$ cat config.mk
export PLATFORM = sky130hd
export DESIGN_NAME = instr_fetch
export DESIGN_NICKNAME = d
export VERILOG_FILES = /design/src/rtl/fetch_pkg.sv /design/src/rtl/fetch_queue.sv /design/src/rtl/instr_fetch.sv
export SDC_FILE = /design/constraint.sdc
export NUM_CORES = 1
export LEC_CHECK = 0
export ABC_AREA = 0
export CORE_MARGIN = 3
export CORE_UTILIZATION = 50
export DETAILED_ROUTE_END_ITERATION = 6
export PLACE_DENSITY = 0.69
export RECOVER_POWER = 100
export SYNTH_ARGS = -nofsm -noshare
export SYNTH_HDL_FRONTEND = slang
export SYNTH_SLANG_ARGS = --single-unit
$ cat constraint.sdc
create_clock -name clkin -period 5.8 [get_ports clkin]
set_input_delay 0.87 -clock clkin [delete_from_list [all_inputs] [get_ports clkin]]
set_output_delay 0.87 -clock clkin [all_outputs]
set_load 0.05 [all_outputs]
$ cat src/rtl/fetch_pkg.sv
// rtl/fetch_pkg.sv - shared fetch types: FSM state enum, default widths, queue entry layout
package fetch_pkg;

    localparam int ADDR_W_DEF  = 8;
    localparam int INSTR_W_DEF = 16;
    localparam int QDEPTH_DEF  = 4;

    typedef enum logic [1:0] {
        IDLE    = 2'd0,
        REQ     = 2'd1,
        DISCARD = 2'd2
    } fetch_state_t;

    typedef struct packed {
        logic [ADDR_W_DEF-1:0]  addr;
        logic [INSTR_W_DEF-1:0] instr;
    } fetch_entry_t;

endpackage

$ cat src/rtl/fetch_queue.sv
// rtl/fetch_queue.sv - prefetch FIFO of {addr,instr} with flush and occupancy count
module fetch_queue
    import fetch_pkg::*;
#(
    parameter int AW    = ADDR_W_DEF,
    parameter int IW    = INSTR_W_DEF,
    parameter int DEPTH = QDEPTH_DEF,
    localparam int PW   = $clog2(DEPTH),
    localparam int CW   = PW + 1
) (
    input  logic          clkin,
    input  logic          reset,
    input  logic          flush,
    input  logic          push,
    input  logic [AW-1:0] push_addr,
    input  logic [IW-1:0] push_instr,
    input  logic          pop,
    output logic          head_valid,
    output logic [AW-1:0] head_addr,
    output logic [IW-1:0] head_instr,
    output logic [CW-1:0] count
);

    logic [AW-1:0] addr_mem  [DEPTH];
    logic [IW-1:0] instr_mem [DEPTH];
    logic [PW-1:0] rd_ptr;
    logic [PW-1:0] wr_ptr;
    logic          do_push;
    logic          do_pop;

    assign do_pop  = pop && (count != '0);
    assign do_push = push && ((count != CW'(DEPTH)) || do_pop);

    always_ff @(posedge clkin or posedge reset) begin
        if (reset) begin
            rd_ptr <= '0;
            wr_ptr <= '0;
            count  <= '0;
        end else if (flush) begin
            rd_ptr <= '0;
            wr_ptr <= '0;
            count  <= '0;
        end else begin
            if (do_push) wr_ptr <= wr_ptr + PW'(1);
            if (do_pop)  rd_ptr <= rd_ptr + PW'(1);
            count <= count + CW'(do_push) - CW'(do_pop);
        end
    end

    // Storage needs no reset: head outputs are masked to zero while empty.
    always_ff @(posedge clkin) begin
        if (do_push && !flush) begin
            addr_mem[wr_ptr]  <= push_addr;
            instr_mem[wr_ptr] <= push_instr;
        end
    end

    assign head_valid = (count != '0);
    assign head_addr  = head_valid ? addr_mem[rd_ptr]  : '0;
    assign head_instr = head_valid ? instr_mem[rd_ptr] : '0;

endmodule

$ cat src/rtl/instr_fetch.sv
// rtl/instr_fetch.sv - fetch address FSM and memory handshake; optional FETCH_STALL_CNT_EN stall counter
module instr_fetch
    import fetch_pkg::*;
#(
    parameter int ADDR_W  = ADDR_W_DEF,
    parameter int INSTR_W = INSTR_W_DEF,
    parameter int QDEPTH  = QDEPTH_DEF,
    localparam int CW     = $clog2(QDEPTH) + 1
) (
    input  logic               clkin,
    input  logic               reset,
    input  logic               redir_valid,
    input  logic [ADDR_W-1:0]  redir_addr,
    output logic               mem_req,
    output logic [ADDR_W-1:0]  mem_addr,
    input  logic               mem_ack,
    input  logic [INSTR_W-1:0] mem_rdata,
    output logic               ins_valid,
    output logic [INSTR_W-1:0] ins_data,
    output logic [ADDR_W-1:0]  ins_addr,
    input  logic               ins_ready
`ifdef FETCH_STALL_CNT_EN
    ,
    output logic [15:0]        stall_cnt
`endif
);

    fetch_state_t      state;
    fetch_state_t      state_nxt;
    logic [ADDR_W-1:0] fetch_addr;
    logic [CW-1:0]     q_count;
    logic              issue;
    logic              push;

    always_comb begin
        state_nxt = state;
        issue     = 1'b0;
        push      = 1'b0;
        case (state)
            IDLE: begin
                // Only one read in flight, so the queue count alone covers the reserved slot.
                if (!redir_valid && (q_count < CW'(QDEPTH))) begin
                    state_nxt = REQ;
                    issue     = 1'b1;
                end
            end
            REQ: begin
                if (mem_ack) begin
                    state_nxt = IDLE;
                    push      = !redir_valid;
                end else if (redir_valid) begin
                    state_nxt = DISCARD;
                end
            end
            DISCARD: begin
                if (mem_ack) state_nxt = IDLE;
            end
            default: state_nxt = IDLE;
        endcase
    end

    always_ff @(posedge clkin or posedge reset) begin
        if (reset) begin
            state      <= IDLE;
            fetch_addr <= '0;
            mem_addr   <= '0;
        end else begin
            state <= state_nxt;
            if (issue) mem_addr <= fetch_addr;
            if (redir_valid)  fetch_addr <= redir_addr;
            else if (push)    fetch_addr <= fetch_addr + ADDR_W'(1);
        end
    end

    assign mem_req = (state != IDLE);

    fetch_queue #(
        .AW    (ADDR_W),
        .IW    (INSTR_W),
        .DEPTH (QDEPTH)
    ) u_queue (
        .clkin      (clkin),
        .reset      (reset),
        .flush      (redir_valid),
        .push       (push),
        .push_addr  (mem_addr),
        .push_instr (mem_rdata),
        .pop        (ins_valid && ins_ready),
        .head_valid (ins_valid),
        .head_addr  (ins_addr),
        .head_instr (ins_data),
        .count      (q_count)
    );

`ifdef FETCH_STALL_CNT_EN
    always_ff @(posedge clkin or posedge reset) begin
        if (reset) begin
            stall_cnt <= '0;
        end else if (ins_ready && !ins_valid && (stall_cnt != 16'hFFFF)) begin
            stall_cnt <= stall_cnt + 16'd1;
        end
    end
`endif

endmodule

# [Word level (Yosys, flattened, before mapping)]
# Memories as Yosys holds them, arrays and structs flattened.
# Cells that the tools add are included.
[word_totals] register_bits=25 ram_bits=96 in_bits=29 output_inout_bits=34 mem_count=2
[mem_list] name="u_queue.instr_mem" words=4 word_bits=16 read_ports=1 rd_clocked_by_memory_dff=0 wr=1 line_no="fetch_queue.sv:25" source="logic [IW-1:0] instr_mem [DEPTH];"
[mem_list] name="u_queue.addr_mem" words=4 word_bits=8 read_ports=1 rd_clocked_by_memory_dff=0 wr=1 line_no="fetch_queue.sv:24" source="logic [AW-1:0] addr_mem [DEPTH];"
[op_classes] add_sub_neg=5 magnitude_cmp=1 n_eq_ne=6 mux=20 n_reduce_logical=14
[ops] op="$mux 8" count=3
[ops] op="$mux 16" count=1
[ops] op="$mux 2" count=8
[ops] op="$add 8x1->8 const B" count=1
[ops] op="$reduce_bool 2->1" count=4
[ops] op="$mux 1" count=6
[ops] op="$ne 3x3->1 const B" count=2
[ops] op="$pmux 2 s3" count=1
[ops] op="$logic_and 1x1->1" count=5
[ops] op="$add 2x1->2 const B" count=2
[ops] op="$ne 2x2->1 const B" count=2
[ops] op="$add 3x1->3" count=1
[ops] op="$lt 3x3->1 const B" count=1
[ops] op="$mux 3" count=1
[ops] op="$reduce_and 3->1" count=1
[ops] op="$reduce_bool 3->1" count=1
[ops] op="$sub 3x1->3" count=1
[ops] op="$eq 2x1->1 const B" count=1
[ops] op="$eq 2x2->1 const B" count=1
[ops] op="$logic_not 2->1" count=1
[ops] op="$logic_not 1->1" count=1
[ops] op="$logic_or 1x1->1" count=1

# [Depth between registers and ports, before layout]
# Gate-level depths: netlist (run 1).
[logic_depth] ltp_word=8 depth_mapped=11 depth_no_buf=10

# [Modules after synthesis]
# Synthesis (run 1) repeated with hierarchy kept, for this count alone.
[hier_totals] hier_cells=279 area_unflattened_um2=4982.3
[by_module_without_submodules] module="fetch_queue" instances=1 cells_per_inst=201 area_each_um2=4103.9
[by_module_without_submodules] module="instr_fetch" instances=1 cells_per_inst=78 area_each_um2=878.3

# [Least setup slack after synthesis (run 1)]
# OpenSTA, ideal clock, no wires.
[synth_path] path_type="reg-to-output" from="register u_queue.rd_ptr[0]" to="output port ins_data[11]" arrival_ns=1.761 setup_slack_ns=3.169 path_stages_with_launch=5 cell_sequence="dfrtp_1 -> buf_2 -> buf_4 -> mux4_2 -> nor2b_1"
[synth_via] elab_chain_cells=2
[synth_rtl] element="start, declared" line_no="fetch_queue.sv:26" source="logic [PW-1:0] rd_ptr;"
[synth_rtl] element="start signal, assigned" line_no="fetch_queue.sv:45" source="if (do_pop) rd_ptr <= rd_ptr + PW'(1);"
[synth_rtl] element="$mem_v2 4x16"
[synth_rtl] element="$mux 16" line_no="fetch_queue.sv:60" source="assign head_instr = head_valid ? instr_mem[rd_ptr] : '0;"
[synth_rtl] element="end, declared" line_no="instr_fetch.sv:19" source="output logic [INSTR_W-1:0] ins_data,"
# No other way between the ends.

# [Worst setup path after layout (run 1)]
[layout_path] from="register u_queue.rd_ptr[0]" to="output port ins_addr[7]"
[layout_via] elab_chain_cells=2
[layout_rtl] element="$mem_v2 4x8"
[layout_rtl] element="$mux 8" line_no="fetch_queue.sv:59" source="assign head_addr = head_valid ? addr_mem[rd_ptr] : '0;"
[layout_rtl] element="end, declared" line_no="instr_fetch.sv:20" source="output logic [ADDR_W-1:0] ins_addr,"
# No other way between the ends.

==> flow_metrics.env, run 1 <==
export IMPL_synth_cells=280
export IMPL_outcome="finished, violations left"
export IMPL_stdcell_count=494
export IMPL_post_cts_buffers=0
export IMPL_cts_sinks=121
export IMPL_relSlewSlack_pct=-15.7
export IMPL_die_x_um=106
export IMPL_min_from="mem_addr[6]$_DFFE_PP0P_"
export IMPL_drv_slew=136
export IMPL_die_area_um2=11300
export IMPL_grt_antenna_before_repair=0
export IMPL_synth_top_cell_by_area="edfxtp_1"
export IMPL_place_detailed_hpwl_um=5170
export IMPL_min_delay_worst_endpoint="u_queue.addr_mem[0][6]$_DFFE_PP_"
export IMPL_cp_required_ns=4.93
export IMPL_grt_max_degree=29
export IMPL_cts_resized=0
export IMPL_maxCapViolCount=6
export IMPL_cp_end_kind="output port"
export IMPL_clockBufferDepth=2
export IMPL_whs_path_depth=0
export IMPL_crit_path_cell_trace="mux4_2, and2b_1, dlygate4sd3_1"
export IMPL_core_area_um2=9500
export IMPL_synth_edf_count=96
export IMPL_start_util_pct=52.9
export IMPL_synthFlopType="edfxtp_1"
export IMPL_track_usage_pct=16.6
export IMPL_clkLatencyLatePin_ns=0.50
export IMPL_h_tree_depth=4
export IMPL_synth_top_area_share_pct=57.4
export IMPL_ys_top_cells_by_area="edfxtp_1, dfrtp_1, mux4_2, nor2b_1, mux2_2"
export IMPL_ios=63
export IMPL_drtPass1Iterations=5
export IMPL_placed_area_um2=5770
export IMPL_synth_net_count=317
export IMPL_critPathSlowestCell="dfrtp_1"
export IMPL_tns_ns=0
export IMPL_cp_max_fo=26
export IMPL_hold_worst_slack_ns=0.552
export IMPL_worst_slew_pin_slew_ns=1.72
export IMPL_cts_root_buf="clkbuf_8"
export IMPL_vdd_drop_max_mv=0.241
export IMPL_crit_type="reg2out"
export IMPL_setup_violations=0
export IMPL_detail_route_iter0_violations=133
export IMPL_start_kind="flop"
export IMPL_holdBufCountCts=0
export IMPL_vias=2631
export IMPL_synth_cell_type_count=44
export IMPL_drive_above_1_share_pct=19.5
export IMPL_reg2reg_to="u_queue.instr_mem[3][4]$_DFFE_PP_"
export IMPL_fin_skew_ns=0.00775
export IMPL_die_height_um=106
export IMPL_power_density_nw_per_um2=519
export IMPL_overflow=0
export IMPL_viasPerCell=5.33
export IMPL_cts_buffers=17
export IMPL_clk_pin_slew_ns=0.06
export IMPL_postRouteAntennaNets=0
export IMPL_min_period_ns=4.38
export IMPL_routed_wirelength_um=8500
export IMPL_rsz0062_at_grt="no"
export IMPL_gp_congestion=0.785
export IMPL_cts_tree="done"
export IMPL_cellLeakagePower_uw=0.00230
export IMPL_min_period_over_period_pct=75.5
export IMPL_rrSetupSlack_ns=2.75
export IMPL_wl_per_cell_um=17.2
export IMPL_nNetsFinal=389
export IMPL_violations="max-capacitance violations, max-slew violations"
export IMPL_dp_cells=462
export IMPL_critPathArrivalTime_ns=3.51
export IMPL_netlist_area_um2=5020
export IMPL_synthArstFlopShare_pct=20.7
export IMPL_grt_pass1_wl_um=14000
export IMPL_diodes=0
export IMPL_io_buffers=62
export IMPL_final_area_um2=6330
export IMPL_yosysWarnings=0
export IMPL_slowest_delay_ns=1.41
export IMPL_area_growth_pct=26.0
export IMPL_avgSynthCellArea_um2=17.9
export IMPL_rr_worst_depth=4
export IMPL_fillers=668
export IMPL_ys_seq_area_share_pct=69.9
export IMPL_route_detailed_drc=0
export IMPL_max_freq_mhz=228
export IMPL_synth_seq_cells=121
export IMPL_hold_viol_final=0
export IMPL_grt_pass1_vias=2630
export IMPL_hold_path_class="reg2reg"
export IMPL_finish_utilization_pct=66.6
export IMPL_rows=35
export IMPL_timing_rr_start="state[0]$_DFFE_PP0P_"
## placed cells by master (no fill, tap or decap), drive strengths merged, types with 3 or more instances in the layout
master / n
or2: 3
mux4: 24
mux2: 9
nand3: 4
dlygate4sd3: 53
and2: 5
nor3: 3
o211ai: 3
nor2b: 17
o21ai: 4
nand2: 11
edfxtp: 96
nor2: 6
dfrtp: 25
bufinv: 3
o311ai: 3
and2b: 10
ha: 7
inv: 10
xor2: 4
clkbuf: 24
clkdlybuf4s50: 9
clkinv: 6
## registers in the layout, summed over array words and instances (netlist names)
| name | count |
|---|---|
| fetch_addr | 8 |
| mem_addr | 8 |
| state | 2 |
| u_queue.addr_mem | 32 |
| u_queue.count | 3 |
| u_queue.instr_mem | 64 |
| u_queue.rd_ptr | 2 |
| u_queue.wr_ptr | 2 |
## cell type report
cell class,instances,area (um^2),share of cell area (%)
Sequential cell,121,3510,55.4
Multi-Input combinational cell,136,1400,22.1
Timing Repair Buffer,67,643,10.2
Clock buffer,20,435,6.88
Tap cell,129,161,2.55
Clock inverter,12,150,2.37
Inverter,9,33.8,0.534
## per-layer routing
layer  global-route usage, %  up-vias  wire, um
li1                        -     1234         -
met1                    22.0     1317      3800
met2                    26.2       70      4190
met5                       0        -         0
met4                    5.27        0        80
met3                    5.53       10       427
## worst max path at each step
| stage | startpoint | to |
|---|---|---|
| 6_report | u_queue.rd_ptr[0]$_DFFE_PP0P_ | ins_addr[7] |
| 4_1_cts | u_queue.rd_ptr[1]$_DFFE_PP0P_ | ins_addr[0] |
| 3_5_place_dp | redir_valid | u_queue.count[2]$_DFF_PP0_ |
| 5_1_grt | u_queue.rd_ptr[0]$_DFFE_PP0P_ | ins_addr[5] |
| 3_3_place_gp | redir_valid | u_queue.count[2]$_DFF_PP0_ |
| 2_1_floorplan | u_queue.rd_ptr[0]$_DFFE_PP0P_ | ins_data[11] |
## synthesized netlist by cell type, types with 3 or more instances
master    count
edfxtp_1     96
dfrtp_1      25
mux4_2       24
nor2b_1      17
nand2_1      11
and2b_1      10
inv_1         9
mux2_2        9
ha_1          7
nor2_1        6
and2_1        5
buf_2         4
buf_4         4
clkbuf_1      4
nand3_1       4
o21ai_0       4
xor2_1        4
nor3_1        3
o211ai_1      3
or2_2         3
## critical path, delay by kind of cell (launching register included)
family	cells	cell delay, ns
buffers and inverters	1	0.75
and+or+nand+nor	1	0.17
muxes	1	0.66
DFF	1	1.41
## cells by family (layout without fill, tap and decap cells)
| kind of cell | Yosys count | in the layout | share of synthesized area, % |
|---|---|---|---|
| AOI/OAI and AO/OA | 18 | 18 | 2.62 |
| xor gates and xnor gates | 5 | 5 | 0.872 |
| adders and majority gates | 8 | 8 | 2.14 |
| buffers and inverters | 23 | 108 | 2.14 |
| DFF | 121 | 121 | 69.9 |
| muxes | 34 | 34 | 13.0 |
| and+or+nand+nor | 71 | 71 | 9.39 |
## power by group
group | switching, uW | internal (uW)
registers | 134 | 1040
logic | 677 | 413
clock network | 357 | 663
total | 1170 | 2110
## metrics by stage
step           setup WS, ns  power, uW
2_1_floorplan          3.17       1980
3_5_place_dp           2.01       2360
4_1_cts                1.85       3380
5_1_grt                1.10       3430
6_report               1.42       3280
3_3_place_gp           2.11       2340
Power figures use the tool's default switching activity.
==> inputs of run 2 (changes only) <==
==> constraint.sdc (replaced) <==
create_clock -name clkin -period 4.1 [get_ports clkin]
set_input_delay 0.615 -clock clkin [delete_from_list [all_inputs] [get_ports clkin]]
set_output_delay 0.615 -clock clkin [all_outputs]
set_load 0.05 [all_outputs]
==> run 2 against run 1 <==
The run still ends with max-capacitance violations, max-slew violations left. First-iteration DRC count is 35% higher. Final area about the same. Sequential power rose by 38%. Total power grew 39%.
==> flow_metrics.env, run 2 (same netlist as run 1, synthesis figures left out) <==
export IMPL_rsz0062_at_grt="no"
export IMPL_ios=63
export IMPL_core_area_um2=9500
export IMPL_drtPass1Iterations=4
export IMPL_cts_sinks=121
export IMPL_detail_route_iter0_violations=179
export IMPL_drv_slew=9
export IMPL_top_regs="u_queue.instr_mem (64), u_queue.addr_mem (32)"
export IMPL_clkLatencyLatePin_ns=0.51
export IMPL_viasPerCell=5.40
export IMPL_hold_viol_final=0
export IMPL_die_x_um=106
export IMPL_cts_tree="done"
export IMPL_h_tree_depth=4
export IMPL_whs_path_depth=0
export IMPL_die_area_um2=11300
export IMPL_diodes=0
export IMPL_reg2reg_to="u_queue.instr_mem[1][8]$_DFFE_PP_"
export IMPL_cts_resized=0
export IMPL_area_growth_pct=25.9
export IMPL_mostFrequentLayoutCell="edfxtp_1"
export IMPL_rrSetupSlack_ns=1.03
export IMPL_cp_required_ns=3.48
export IMPL_vdd_drop_max_mv=0.362
export IMPL_postRouteAntennaNets=0
export IMPL_crit_type="reg2out"
export IMPL_drive_above_1_share_pct=20.2
export IMPL_grt_max_degree=28
export IMPL_start_kind="flop"
export IMPL_cp_max_fo=16
export IMPL_cts_root_buf="clkbuf_8"
export IMPL_grt_antenna_before_repair=0
export IMPL_clk_pin_slew_ns=0.06
export IMPL_routed_wirelength_um=9140
export IMPL_hold_path_class="reg2reg"
export IMPL_violations="max-capacitance violations, max-slew violations"
export IMPL_clockBufferDepth=2
export IMPL_min_period_over_period_pct=87.0
export IMPL_track_usage_pct=17.9
export IMPL_critPathArrivalTime_ns=2.95
export IMPL_cts_buffers=17
export IMPL_maxCapViolCount=1
export IMPL_io_buffers=62
export IMPL_rows=35
export IMPL_power_density_nw_per_um2=721
export IMPL_route_detailed_drc=0
export IMPL_largest_reg_flops=64
export IMPL_cellLeakagePower_uw=0.00230
export IMPL_setup_violations=0
export IMPL_top_register="u_queue.instr_mem"
export IMPL_gp_congestion=0.744
export IMPL_min_from="mem_addr[6]$_DFFE_PP0P_"
export IMPL_min_delay_worst_endpoint="u_queue.addr_mem[3][6]$_DFFE_PP_"
export IMPL_total_power_uw=4560
export IMPL_place_detailed_hpwl_um=5860
export IMPL_holdBufCountCts=0
export IMPL_post_cts_buffers=0
export IMPL_min_period_ns=3.57
export IMPL_outcome="finished, violations left"
export IMPL_vias=2699
export IMPL_nNetsFinal=395
export IMPL_tns_ns=0
export IMPL_wl_per_cell_um=18.3
export IMPL_relSlewSlack_pct=-4.71
export IMPL_timing_rr_start="state[0]$_DFFE_PP0P_"
export IMPL_layout_common_cells="edfxtp_1, dlygate4sd3_1, mux4_2, dfrtp_1, nor2b_1"
export IMPL_start_util_pct=52.9
export IMPL_fin_skew_ns=0.00504
export IMPL_cp_end_kind="output port"
export IMPL_rr_worst_depth=4
export IMPL_place_ws_ns=0.857
export IMPL_worst_slew_pin_slew_ns=1.56
export IMPL_grt_pass1_wl_um=15000
export IMPL_setup_ws_ns=0.533
export IMPL_overflow=0
export IMPL_grt_pass1_vias=2835
export IMPL_max_freq_mhz=280
export IMPL_die_height_um=106
==> run 2: cell types whose count changed in the layout (fill, tap and decap cells not counted), moves of 2 or more <==
cell | before | now
clkinv_4 | 2 | 6
buf_4 | 1 | 4
bufinv_16 | 3 | 1
mux2_1 | 1 | 3
mux2_2 | 8 | 6
==> run 2: how the worst max path moves through the flow <==
| stage | from | end | slack, ns |
|---|---|---|---|
| 4_1_cts | u_queue.rd_ptr[0]$_DFFE_PP0P_ | ins_addr[3] | 0.51 |
| 3_3_place_gp | mem_ack | u_queue.count[2]$_DFF_PP0_ | 0.96 |
| 6_report | u_queue.rd_ptr[0]$_DFFE_PP0P_ | ins_addr[3] | 0.53 |
| 3_5_place_dp | mem_ack | u_queue.count[2]$_DFF_PP0_ | 0.86 |
| 5_1_grt | u_queue.rd_ptr[0]$_DFFE_PP0P_ | ins_addr[3] | 0.37 |
| 2_1_floorplan | u_queue.rd_ptr[0]$_DFFE_PP0P_ | ins_data[11] | 1.72 |
==> run 2: per-stage QoR <==
step	util, %	instance area [um^2]	instances	hold WS (ns)
2_1_floorplan	-	5020	280	0.486
3_3_place_gp	61.2	5820	468	0.524
3_5_place_dp	61.2	5820	468	0.533
4_1_cts	67.0	6360	500	0.547
5_1_grt	66.5	6320	500	0.579
6_report	66.5	6320	500	0.537
==> run 2: final cells by class <==
class	count	area, um^2
clock buffer	17	414
clock inverter	15	130
multi-input combinational	136	1400
tap	129	161
timing repair buffer	73	677
inverter	9	33.8
fill	678	3180
sequential	121	3510
==> run 2: critical path, stage by stage (launching register included) <==
cell	delay (ns)
dfrtp_2	0.69
buf_4	0.28
mux4_2	0.54
nor2b_1	0.15
dlygate4sd3_1	0.77
==> run 2: metal layers <==
metal	GRT usage (%)	wire, um	vias to the layer above
met3	5.10	405	15
met5	0	0	-
met1	22.7	3850	1356
met4	6.29	191	0
met2	29.7	4690	80
li1	-	-	1248
==> run 2: report_power, final <==
part,switching [uW],internal (uW)
Combinational,1020,591
Sequential,152,1470
Clock,529,801
Total,1700,2860
==> inputs of run 3 (changes only) <==
--- a/config.mk
+++ b/config.mk
@@ -6,10 +6,13 @@
 export NUM_CORES = 1
 export LEC_CHECK = 0
 export ABC_AREA = 0
+export ABC_CLOCK_PERIOD_IN_PS = 4100
+export CELL_PAD_IN_SITES_DETAIL_PLACEMENT = 0
+export CELL_PAD_IN_SITES_GLOBAL_PLACEMENT = 1
 export CORE_MARGIN = 3
-export CORE_UTILIZATION = 50
+export CORE_UTILIZATION = 47
 export DETAILED_ROUTE_END_ITERATION = 6
-export PLACE_DENSITY = 0.69
+export PLACE_DENSITY = 0.75
 export RECOVER_POWER = 100
 export SYNTH_ARGS = -nofsm -noshare
 export SYNTH_HDL_FRONTEND = slang
==> run 3 against run 2 <==
The flow still finishes with violations (max-capacitance violations, max-slew violations). Cell count rose by 0.80%. Wire length is 0.72% higher. Register-to-register slack got worse by 0.13 ns. Combinational power about the same. Fmax up 2.2%. Clock skew up 0.0030 ns. Worst hold slack improved by 0.0051 ns. Critical endpoint is now ins_addr[5]. Final area rose by 0.34%. Die area up 6.0%. Sequential power hardly changed. Worst setup slack improved by 0.078 ns. Via count fell by 1.2%.
==> flow_metrics.env, run 3 (same netlist as run 1, synthesis figures left out) <==
export IMPL_worst_slew_pin_slew_ns=1.89
export IMPL_hold_path_class="reg2reg"
export IMPL_io_buffers=62
export IMPL_viasPerCell=5.29
export IMPL_min_period_over_period_pct=85.1
export IMPL_power_density_nw_per_um2=729
export IMPL_clk_pin_slew_ns=0.06
export IMPL_violations="max-capacitance violations, max-slew violations"
export IMPL_relSlewSlack_pct=-26.9
export IMPL_hold_viol_final=0
export IMPL_place_ws_ns=0.964
export IMPL_cts_resized=0
export IMPL_rrSetupSlack_ns=0.90
export IMPL_critPathArrivalTime_ns=2.87
export IMPL_vdd_drop_max_mv=0.433
export IMPL_reg2reg_to="u_queue.addr_mem[3][7]$_DFFE_PP_"
export IMPL_overflow=0
export IMPL_stdcell_count=504
export IMPL_crit_type="reg2out"
export IMPL_vias=2667
export IMPL_rr_worst_depth=4
export IMPL_core_area_um2=10400
export IMPL_cts_tree="done"
export IMPL_setup_ws_ns=0.611
export IMPL_setup_violations=0
export IMPL_place_detailed_hpwl_um=6010
export IMPL_postRouteAntennaNets=0
export IMPL_slowest_delay_ns=0.75
export IMPL_diodes=0
export IMPL_die_height_um=109
export IMPL_fin_skew_ns=0.00800
export IMPL_min_delay_worst_endpoint="u_queue.addr_mem[3][2]$_DFFE_PP_"
export IMPL_cp_required_ns=3.48
export IMPL_wl_per_cell_um=18.3
export IMPL_cp_max_fo=12
export IMPL_start_kind="flop"
export IMPL_clockBufferDepth=2
export IMPL_timing_rr_start="state[0]$_DFFE_PP0P_"
export IMPL_largest_reg_flops=64
export IMPL_top_regs="u_queue.instr_mem (64), u_queue.addr_mem (32)"
export IMPL_cp_num_buf_inv=2
export IMPL_grt_pass1_vias=2791
export IMPL_gp_congestion=0.839
export IMPL_crit_path_cell_trace="buf_4, mux4_2, and2b_1, dlygate4sd3_1"
export IMPL_route_detailed_drc=0
export IMPL_layout_common_cells="edfxtp_1, dlygate4sd3_1, mux4_2, dfrtp_1, nor2b_1"
export IMPL_drtPass1Iterations=4
export IMPL_start_util_pct=48.4
export IMPL_drv_slew=9
export IMPL_die_x_um=109
export IMPL_grt_antenna_before_repair=0
export IMPL_final_seq_area_um2=3510
export IMPL_top_register="u_queue.instr_mem"
export IMPL_cts_buffers=17
export IMPL_whs_path_depth=0
export IMPL_h_tree_depth=4
export IMPL_cellLeakagePower_uw=0.00230
export IMPL_track_usage_pct=17.3
export IMPL_holdBufCountCts=0
export IMPL_outcome="finished, violations left"
export IMPL_die_area_um2=12000
export IMPL_grt_pass1_wl_um=14900
export IMPL_min_from="mem_addr[2]$_DFFE_PP0P_"
export IMPL_fillers=781
export IMPL_final_area_um2=6340
export IMPL_clkLatencyLatePin_ns=0.51
export IMPL_cp_end_kind="output port"
export IMPL_nNetsFinal=393
export IMPL_detail_route_iter0_violations=153
export IMPL_post_cts_buffers=0
export IMPL_rows=37
export IMPL_grt_max_degree=28
export IMPL_multi_input_area_um2=1400
export IMPL_ios=63
export IMPL_cts_sinks=121
export IMPL_area_growth_pct=26.3
export IMPL_min_period_ns=3.49
export IMPL_critPathSlowestCell="dlygate4sd3_1"
export IMPL_max_freq_mhz=287
export IMPL_tns_ns=0
export IMPL_rsz0062_at_grt="no"
export IMPL_dp_cells=473
export IMPL_placed_area_um2=5860
export IMPL_drive_above_1_share_pct=20.9
export IMPL_hold_worst_slack_ns=0.542
export IMPL_mostFrequentLayoutCell="edfxtp_1"
export IMPL_cts_root_buf="clkbuf_8"
export IMPL_routed_wirelength_um=9200
export IMPL_cp_top_family="buffers and inverters"
export IMPL_maxCapViolCount=1
run 3: cell types whose count changed in the layout (fill, tap and decap cells not counted), sizes merged:
cell	before	now
clkbuf	24	22
bufinv	1	2
clkdlybuf4s50	10	11
clkinv	11	8
dlygate4sd3	52	51
inv	10	11
run 3: where the power goes:
part | switching (uW) | internal [uW] | leakage (uW) | total, uW
Clock | 532 | 863 | 0.000272 | 1390
Combinational | 1010 | 601 | 0.000848 | 1610
Sequential | 154 | 1470 | 0.00118 | 1620
run 3: worst max-delay path by stage:
stage	from	endpoint	slack (ns)	cells past startpoint
after CTS	u_queue.rd_ptr[0]$_DFFE_PP0P_	ins_addr[5]	0.58	4
after global routing	u_queue.rd_ptr[1]$_DFFE_PP0P_	ins_addr[6]	0.46	4
final	u_queue.rd_ptr[0]$_DFFE_PP0P_	ins_addr[5]	0.61	4
after floorplan	u_queue.rd_ptr[0]$_DFFE_PP0P_	ins_data[11]	1.72	4
after global placement	mem_ack	u_queue.count[2]$_DFF_PP0_	1.03	9
after detailed placement	mem_ack	u_queue.count[2]$_DFF_PP0_	0.96	9
run 3: through the flow:
stage / power, uW / utilization [%]
2_1_floorplan: 2810 / -
3_5_place_dp: 3360 / 56.5
3_3_place_gp: 3340 / 56.5
5_1_grt: 4850 / 61.2
6_report: 4620 / 61.2
4_1_cts: 4770 / 62.0
run 3: cell type report:
class	instances	area share (%)
flip-flops and latches	121	55.3
clock buffers	17	6.53
well taps	136	2.68
clock inverters	14	2.37
repair buffers	71	10.6
multi-input cells	136	22.0
inverters	9	0.533
run 3: worst reg2reg max path, delay by kind of cell, from the launching register on:
kind	cells	cell delay, ns
and+or+nand+nor	3	1.35
buffers and inverters	1	0.90
DFF	1	0.56
run 3: routing by layer:
layer	track usage (%)	up-vias	routed length, um
li1	-	1238	-
met1	22.0	1343	3910
met2	28.2	70	4750
met3	4.35	16	387
met4	7.57	0	156
met5	0	-	0
